==> config.mk <==
export PLATFORM = sky130hd
export DESIGN_NAME = score_tracker
export DESIGN_NICKNAME = d
export VERILOG_FILES = /design/src/rtl/score_tracker.sv
export SDC_FILE = /design/constraint.sdc
export NUM_CORES = 1
export LEC_CHECK = 0
export BUFFER_PORTS_ARGS = -buffer_cell sky130_fd_sc_hd__clkbuf_2
export CAP_MARGIN = 20
export CORE_MARGIN = 2
export CORE_UTILIZATION = 61
export CTS_CLUSTER_DIAMETER = 40
export DETAILED_ROUTE_END_ITERATION = 10
export PLACE_DENSITY = 0.82
export SLEW_MARGIN = 20
export SYNTH_ARGS = -nofsm -noshare
export SYNTH_HDL_FRONTEND = slang
export SYNTH_SLANG_ARGS = --single-unit
==> constraint.sdc <==
create_clock -name clkIn -period 6.6 [get_ports clkIn]
set_clock_uncertainty 0.05 [all_clocks]
set_input_delay 0.99 -clock clkIn [delete_from_list [all_inputs] [get_ports clkIn]]
set_output_delay 0.99 -clock clkIn [all_outputs]
set_load 0.1 [all_outputs]
==> src/rtl/score_tracker.sv <==
// Multi-player saturating score engine with per-player combo multipliers,
// session high score, leader tracking and end-of-round score hold.
module score_tracker #(
   parameter int unsigned WIDTH     = 8,
   parameter int unsigned NPLAY     = 2,
   parameter int unsigned COMBO_MAX = 4,
   localparam int unsigned MW       = $clog2(COMBO_MAX + 1),
   localparam int unsigned LW       = (NPLAY > 1) ? $clog2(NPLAY) : 1
) (
   input  logic                   clkIn,
   input  logic                   reset,
   input  logic                   game_active,
   input  logic [NPLAY-1:0]       player_scored,
   input  logic [NPLAY-1:0]       player_missed,
   output logic [NPLAY*WIDTH-1:0] score,
   output logic [NPLAY*MW-1:0]    combo,
   output logic [LW-1:0]          leader,
   output logic [WIDTH-1:0]       high_score,
   output logic                   new_high,
   output logic                   game_over
);

   localparam logic [1:0] StIdle   = 2'd0;
   localparam logic [1:0] StPlay   = 2'd1;
   localparam logic [1:0] StSettle = 2'd2;
   localparam logic [1:0] StShow   = 2'd3;

   localparam logic [WIDTH-1:0] ScoreMax = '1;
   localparam logic [MW-1:0]    ComboMax = MW'(COMBO_MAX);
   localparam logic [MW-1:0]    ComboOne = MW'(1);

   logic [1:0]       state_q, state_d;
   logic [WIDTH-1:0] score_q [NPLAY];
   logic [WIDTH-1:0] score_d [NPLAY];
   logic [MW-1:0]    combo_q [NPLAY];
   logic [MW-1:0]    combo_d [NPLAY];
   logic [WIDTH:0]   sum     [NPLAY];
   logic [LW-1:0]    leader_q, leader_d;
   logic [WIDTH-1:0] high_q, high_d;
   logic [WIDTH-1:0] round_max;
   logic             new_high_q, new_high_d;

   // One extra bit on the adder catches overflow for the clamp.
   always_comb begin
      for (int unsigned i = 0; i < NPLAY; i++) begin
         sum[i] = {1'b0, score_q[i]} + (WIDTH+1)'(combo_q[i]);
      end
   end

   // Strict '>' keeps the lowest index on ties; the same search yields the round maximum.
   always_comb begin
      leader_d  = '0;
      round_max = score_q[0];
      for (int unsigned i = 1; i < NPLAY; i++) begin
         if (score_q[i] > round_max) begin
            round_max = score_q[i];
            leader_d  = LW'(i);
         end
      end
   end

   always_comb begin
      state_d    = state_q;
      score_d    = score_q;
      combo_d    = combo_q;
      high_d     = high_q;
      new_high_d = 1'b0;
      case (state_q)
         StIdle, StShow: begin
            if (game_active) begin
               state_d = StPlay;
               for (int unsigned i = 0; i < NPLAY; i++) begin
                  score_d[i] = '0;
                  combo_d[i] = ComboOne;
               end
            end
         end
         StPlay: begin
            if (!game_active) begin
               state_d = StSettle;
            end else begin
               for (int unsigned i = 0; i < NPLAY; i++) begin
                  if (player_scored[i]) begin
                     score_d[i] = sum[i][WIDTH] ? ScoreMax : sum[i][WIDTH-1:0];
                     combo_d[i] = (combo_q[i] >= ComboMax) ? ComboMax : combo_q[i] + ComboOne;
                  end
                  // A miss in the same cycle as a hit still breaks the streak.
                  if (player_missed[i]) begin
                     combo_d[i] = ComboOne;
                  end
               end
            end
         end
         StSettle: begin
            state_d = StShow;
            if (round_max > high_q) begin
               high_d     = round_max;
               new_high_d = 1'b1;
            end
         end
         default: state_d = StIdle;
      endcase
   end

   always_ff @(posedge clkIn) begin
      if (reset) begin
         state_q    <= StIdle;
         leader_q   <= '0;
         high_q     <= '0;
         new_high_q <= 1'b0;
         for (int unsigned i = 0; i < NPLAY; i++) begin
            score_q[i] <= '0;
            combo_q[i] <= ComboOne;
         end
      end else begin
         state_q    <= state_d;
         leader_q   <= leader_d;
         high_q     <= high_d;
         new_high_q <= new_high_d;
         for (int unsigned i = 0; i < NPLAY; i++) begin
            score_q[i] <= score_d[i];
            combo_q[i] <= combo_d[i];
         end
      end
   end

   for (genvar g = 0; g < NPLAY; g++) begin : g_flat
      assign score[g*WIDTH +: WIDTH] = score_q[g];
      assign combo[g*MW +: MW]       = combo_q[g];
   end

   assign leader     = leader_q;
   assign high_score = high_q;
   assign new_high   = new_high_q;
   assign game_over  = (state_q == StShow);

endmodule

==> results.sh <==
export IMPL_outcome="complete, no violations"
export IMPL_synthAdderAreaFrac=0.176
export IMPL_power_uw=658
export IMPL_die_h_um=66.3
export IMPL_post_route_min_period_ns=3.69
export IMPL_post_cts_buffers=0
export IMPL_comb_power_share=0.400
export IMPL_diodes=0
export IMPL_max_freq_ghz=0.271
export IMPL_synth_mux_area_frac=0.00423
export IMPL_synth_compound_area_frac=0.278
export IMPL_stdcell_area_sq_um=2660
export IMPL_drtIter0Drc=135
export IMPL_clkSinkCount=34
export IMPL_syn_inst=289
export IMPL_grt_max_degree=34
export IMPL_r2r_slack_ns=2.91
export IMPL_synthesis_nets=328
export IMPL_regArea_sq_um=681
export IMPL_grt_first_pass_wirelength_um=9220
export IMPL_slew_headroom=0.510
export IMPL_critical_path_class="register to register"
export IMPL_final_cells=373
export IMPL_multi_input_area_sq_um=1530
export IMPL_grt_pass1_vias=1999
export IMPL_cts_tree="built"
export IMPL_cts_buffer_depth=2
export IMPL_ir_drop_mv=0.156
export IMPL_netSwitchingFraction=0.431
export IMPL_critPathLaunchType="register"
export IMPL_synth_top_family_by_area="compound AO/OA/AOI/OAI gates"
export IMPL_postCtsResizedCells=0
export IMPL_sequentialPowerShare=0.362
export IMPL_hold_viol_final=0
export IMPL_clock_latency_ns=0.28
export IMPL_routedWlPerCell_um=14.9
export IMPL_initial_core_util=0.641
export IMPL_final_common_cell="clkbuf_2"
export IMPL_worstPathArrival_ns=3.76
export IMPL_hold_buffers=0
export IMPL_vias_per_cell=6.10
export IMPL_internal_power_uw=374
export IMPL_final_antenna_net_count=0
export IMPL_grt_util_all_layers=0.273
export IMPL_synth_xor_area_frac=0.00740
export IMPL_async_reset_ff_frac=0
export IMPL_dp_cells=365
export IMPL_synth_edf_count=0
export IMPL_drt_wl_total_um=5560
export IMPL_port_buffers=39
export IMPL_rows=22
export IMPL_synthDistinctLibCells=50
export IMPL_hold_path_class="register to register"
export IMPL_fin_crit_sh=0.560
export IMPL_cp_required_ns=6.67
export IMPL_die_w_um=66.3
export IMPL_place_ws_ns=2.98
export IMPL_dp_hpwl_um=4260
export IMPL_end_kind="register"
export IMPL_critPathMaxFanout=9
export IMPL_fillers=316
export IMPL_vias=2276
export IMPL_powerDensity_nw_per_um2=247
export IMPL_cap_violations=0
export IMPL_ys_ff_latch=34
export IMPL_cts_root_buffer="clkbuf_8"
export IMPL_switching_power_uw=284
export IMPL_setup_viol=0
export IMPL_layout_common_cells="39 x clkbuf_2, 34 x dfxtp_1, 30 x ha_1"
export IMPL_synth_warnings=0
export IMPL_synth_simple_area_share=0.180
export IMPL_p_clk_frac=0.239
export IMPL_drive_gt1_frac=0.166
export IMPL_h_tree_depth=2
export IMPL_clk_transition_reported_paths_ns=0.07
export IMPL_final_max_slew_viol_count=0
export IMPL_dr_pass1_iters=5
export IMPL_cts_made_buffers=5
export IMPL_drc=0
export IMPL_ys_seq_area_frac=0.288
export IMPL_tightest_slew_ns=0.735
export IMPL_die_area_sq_um=4390
export IMPL_io_pins=40
export IMPL_timing_final_ws_setup_ns=2.91
export IMPL_avgSynthCellArea_sq_um=8.19
export IMPL_nNetsFinal=363
export IMPL_gp_congestion=0.833
export IMPL_syn_to_final_growth_pct=12.5
export IMPL_netlist_area_sq_um=2370
export IMPL_rsz0062_at_grt="no"
export IMPL_coreArea_sq_um=3690
export IMPL_p_leak_nw=1.19
export IMPL_antenna_found_initial=0
export IMPL_fin_setup_tns_ns=0
export IMPL_placed_area_sq_um=2570
export IMPL_ys_flop_type="dfxtp_1"
export IMPL_gr_total_overflow=0
path summary, 6_finish.rpt:
kind,start,to,cells past startpoint
max,score[5],high_score[0],13
min,score[2],score[2],2
max reg2reg,score[5],high_score[0],13
min reg2reg,score[2],score[2],2
through the flow:
step	util	hold WS, ns
floorplan	-	0.475
global placement	0.697	0.458
detailed placement	0.697	0.467
CTS	0.722	0.479
global route	0.722	0.505
finish	0.722	0.486
logic make-up (layout without fill, tap and decap cells):
kind of cell | after synthesis | in the layout
adders and majority gates | 32 | 32
AOI/OAI and AO/OA | 96 | 96
and+or+nand+nor | 84 | 84
DFF | 34 | 34
xor gates and xnor gates | 2 | 2
muxes | 1 | 1
buffers and inverters | 40 | 76
sequential cells by signal (all words and copies together) (netlist names):
name	flops
combo	6
high_score	8
leader	1
new_high	1
score	16
state_q	2
critical path: stages (launching register included):
cell	delay, ns
dfxtp_1	0.45
inv_1	0.11
ha_1	0.32
a21oi_1	0.21
o21ai_1	0.15
o31a_2	0.46
nand3_1	0.13
nand2_1	0.06
ha_1	0.32
nand4_1	0.14
or3b_4	0.41
a21oi_4	0.22
or2_1	0.34
a311oi_1	0.16
cells in the mapped netlist, types with 2 or more instances:
| cell | instances | area (sq um) |
|---|---|---|
| a31oi_1 | 3 | 18.8 |
| nand2_1 | 16 | 60.1 |
| o21ai_1 | 4 | 20.0 |
| ha_1 | 30 | 375 |
| a21oi_1 | 23 | 115 |
| nand3_1 | 15 | 75.1 |
| a41oi_1 | 2 | 17.5 |
| nand4_1 | 7 | 43.8 |
| a211oi_1 | 4 | 30.0 |
| o21ai_0 | 23 | 115 |
| o32ai_1 | 2 | 17.5 |
| o21a_1 | 2 | 15.0 |
| and2_1 | 4 | 25.0 |
| nor2b_1 | 4 | 25.0 |
| buf_1 | 2 | 7.51 |
| nor2_1 | 13 | 48.8 |
| nand2b_1 | 2 | 12.5 |
| inv_1 | 29 | 109 |
| a21o_1 | 8 | 60.1 |
| fa_1 | 2 | 40.0 |
| and3_1 | 4 | 25.0 |
| o211ai_1 | 2 | 15.0 |
| dfxtp_1 | 34 | 681 |
| a32oi_1 | 2 | 17.5 |
| a211o_1 | 2 | 17.5 |
| nor3b_1 | 2 | 15.0 |
| clkbuf_1 | 7 | 26.3 |
| nor3_1 | 13 | 65.1 |
| a311oi_1 | 7 | 61.3 |
power by group through the flow:
stage	logic, mW	registers (mW)	clock network (mW)
6_report	0.263	0.238	0.157
5_1_grt	0.293	0.240	0.169
3_5_place_dp	0.262	0.243	0
3_3_place_gp	0.255	0.242	0
2_1_floorplan	0.153	0.304	0
4_1_cts	0.263	0.238	0.158
area by class of cell:
type	count	share of cell area
Multi-Input combinational cell	215	0.573
Sequential cell	34	0.256
Tap cell	48	0.0226
Inverter	29	0.0409
Timing Repair Buffer	39	0.0733
Clock inverter	1	0.00188
Clock buffer	7	0.0324
per-layer routing:
layer | track usage | wire length, um
met1 | 0.372 | 2570
met2 | 0.436 | 2600
met3 | 0.0511 | 327
met4 | 0.0791 | 61
met5 | 0 | 0
Note: power is estimated with default switching activity, not from simulation.
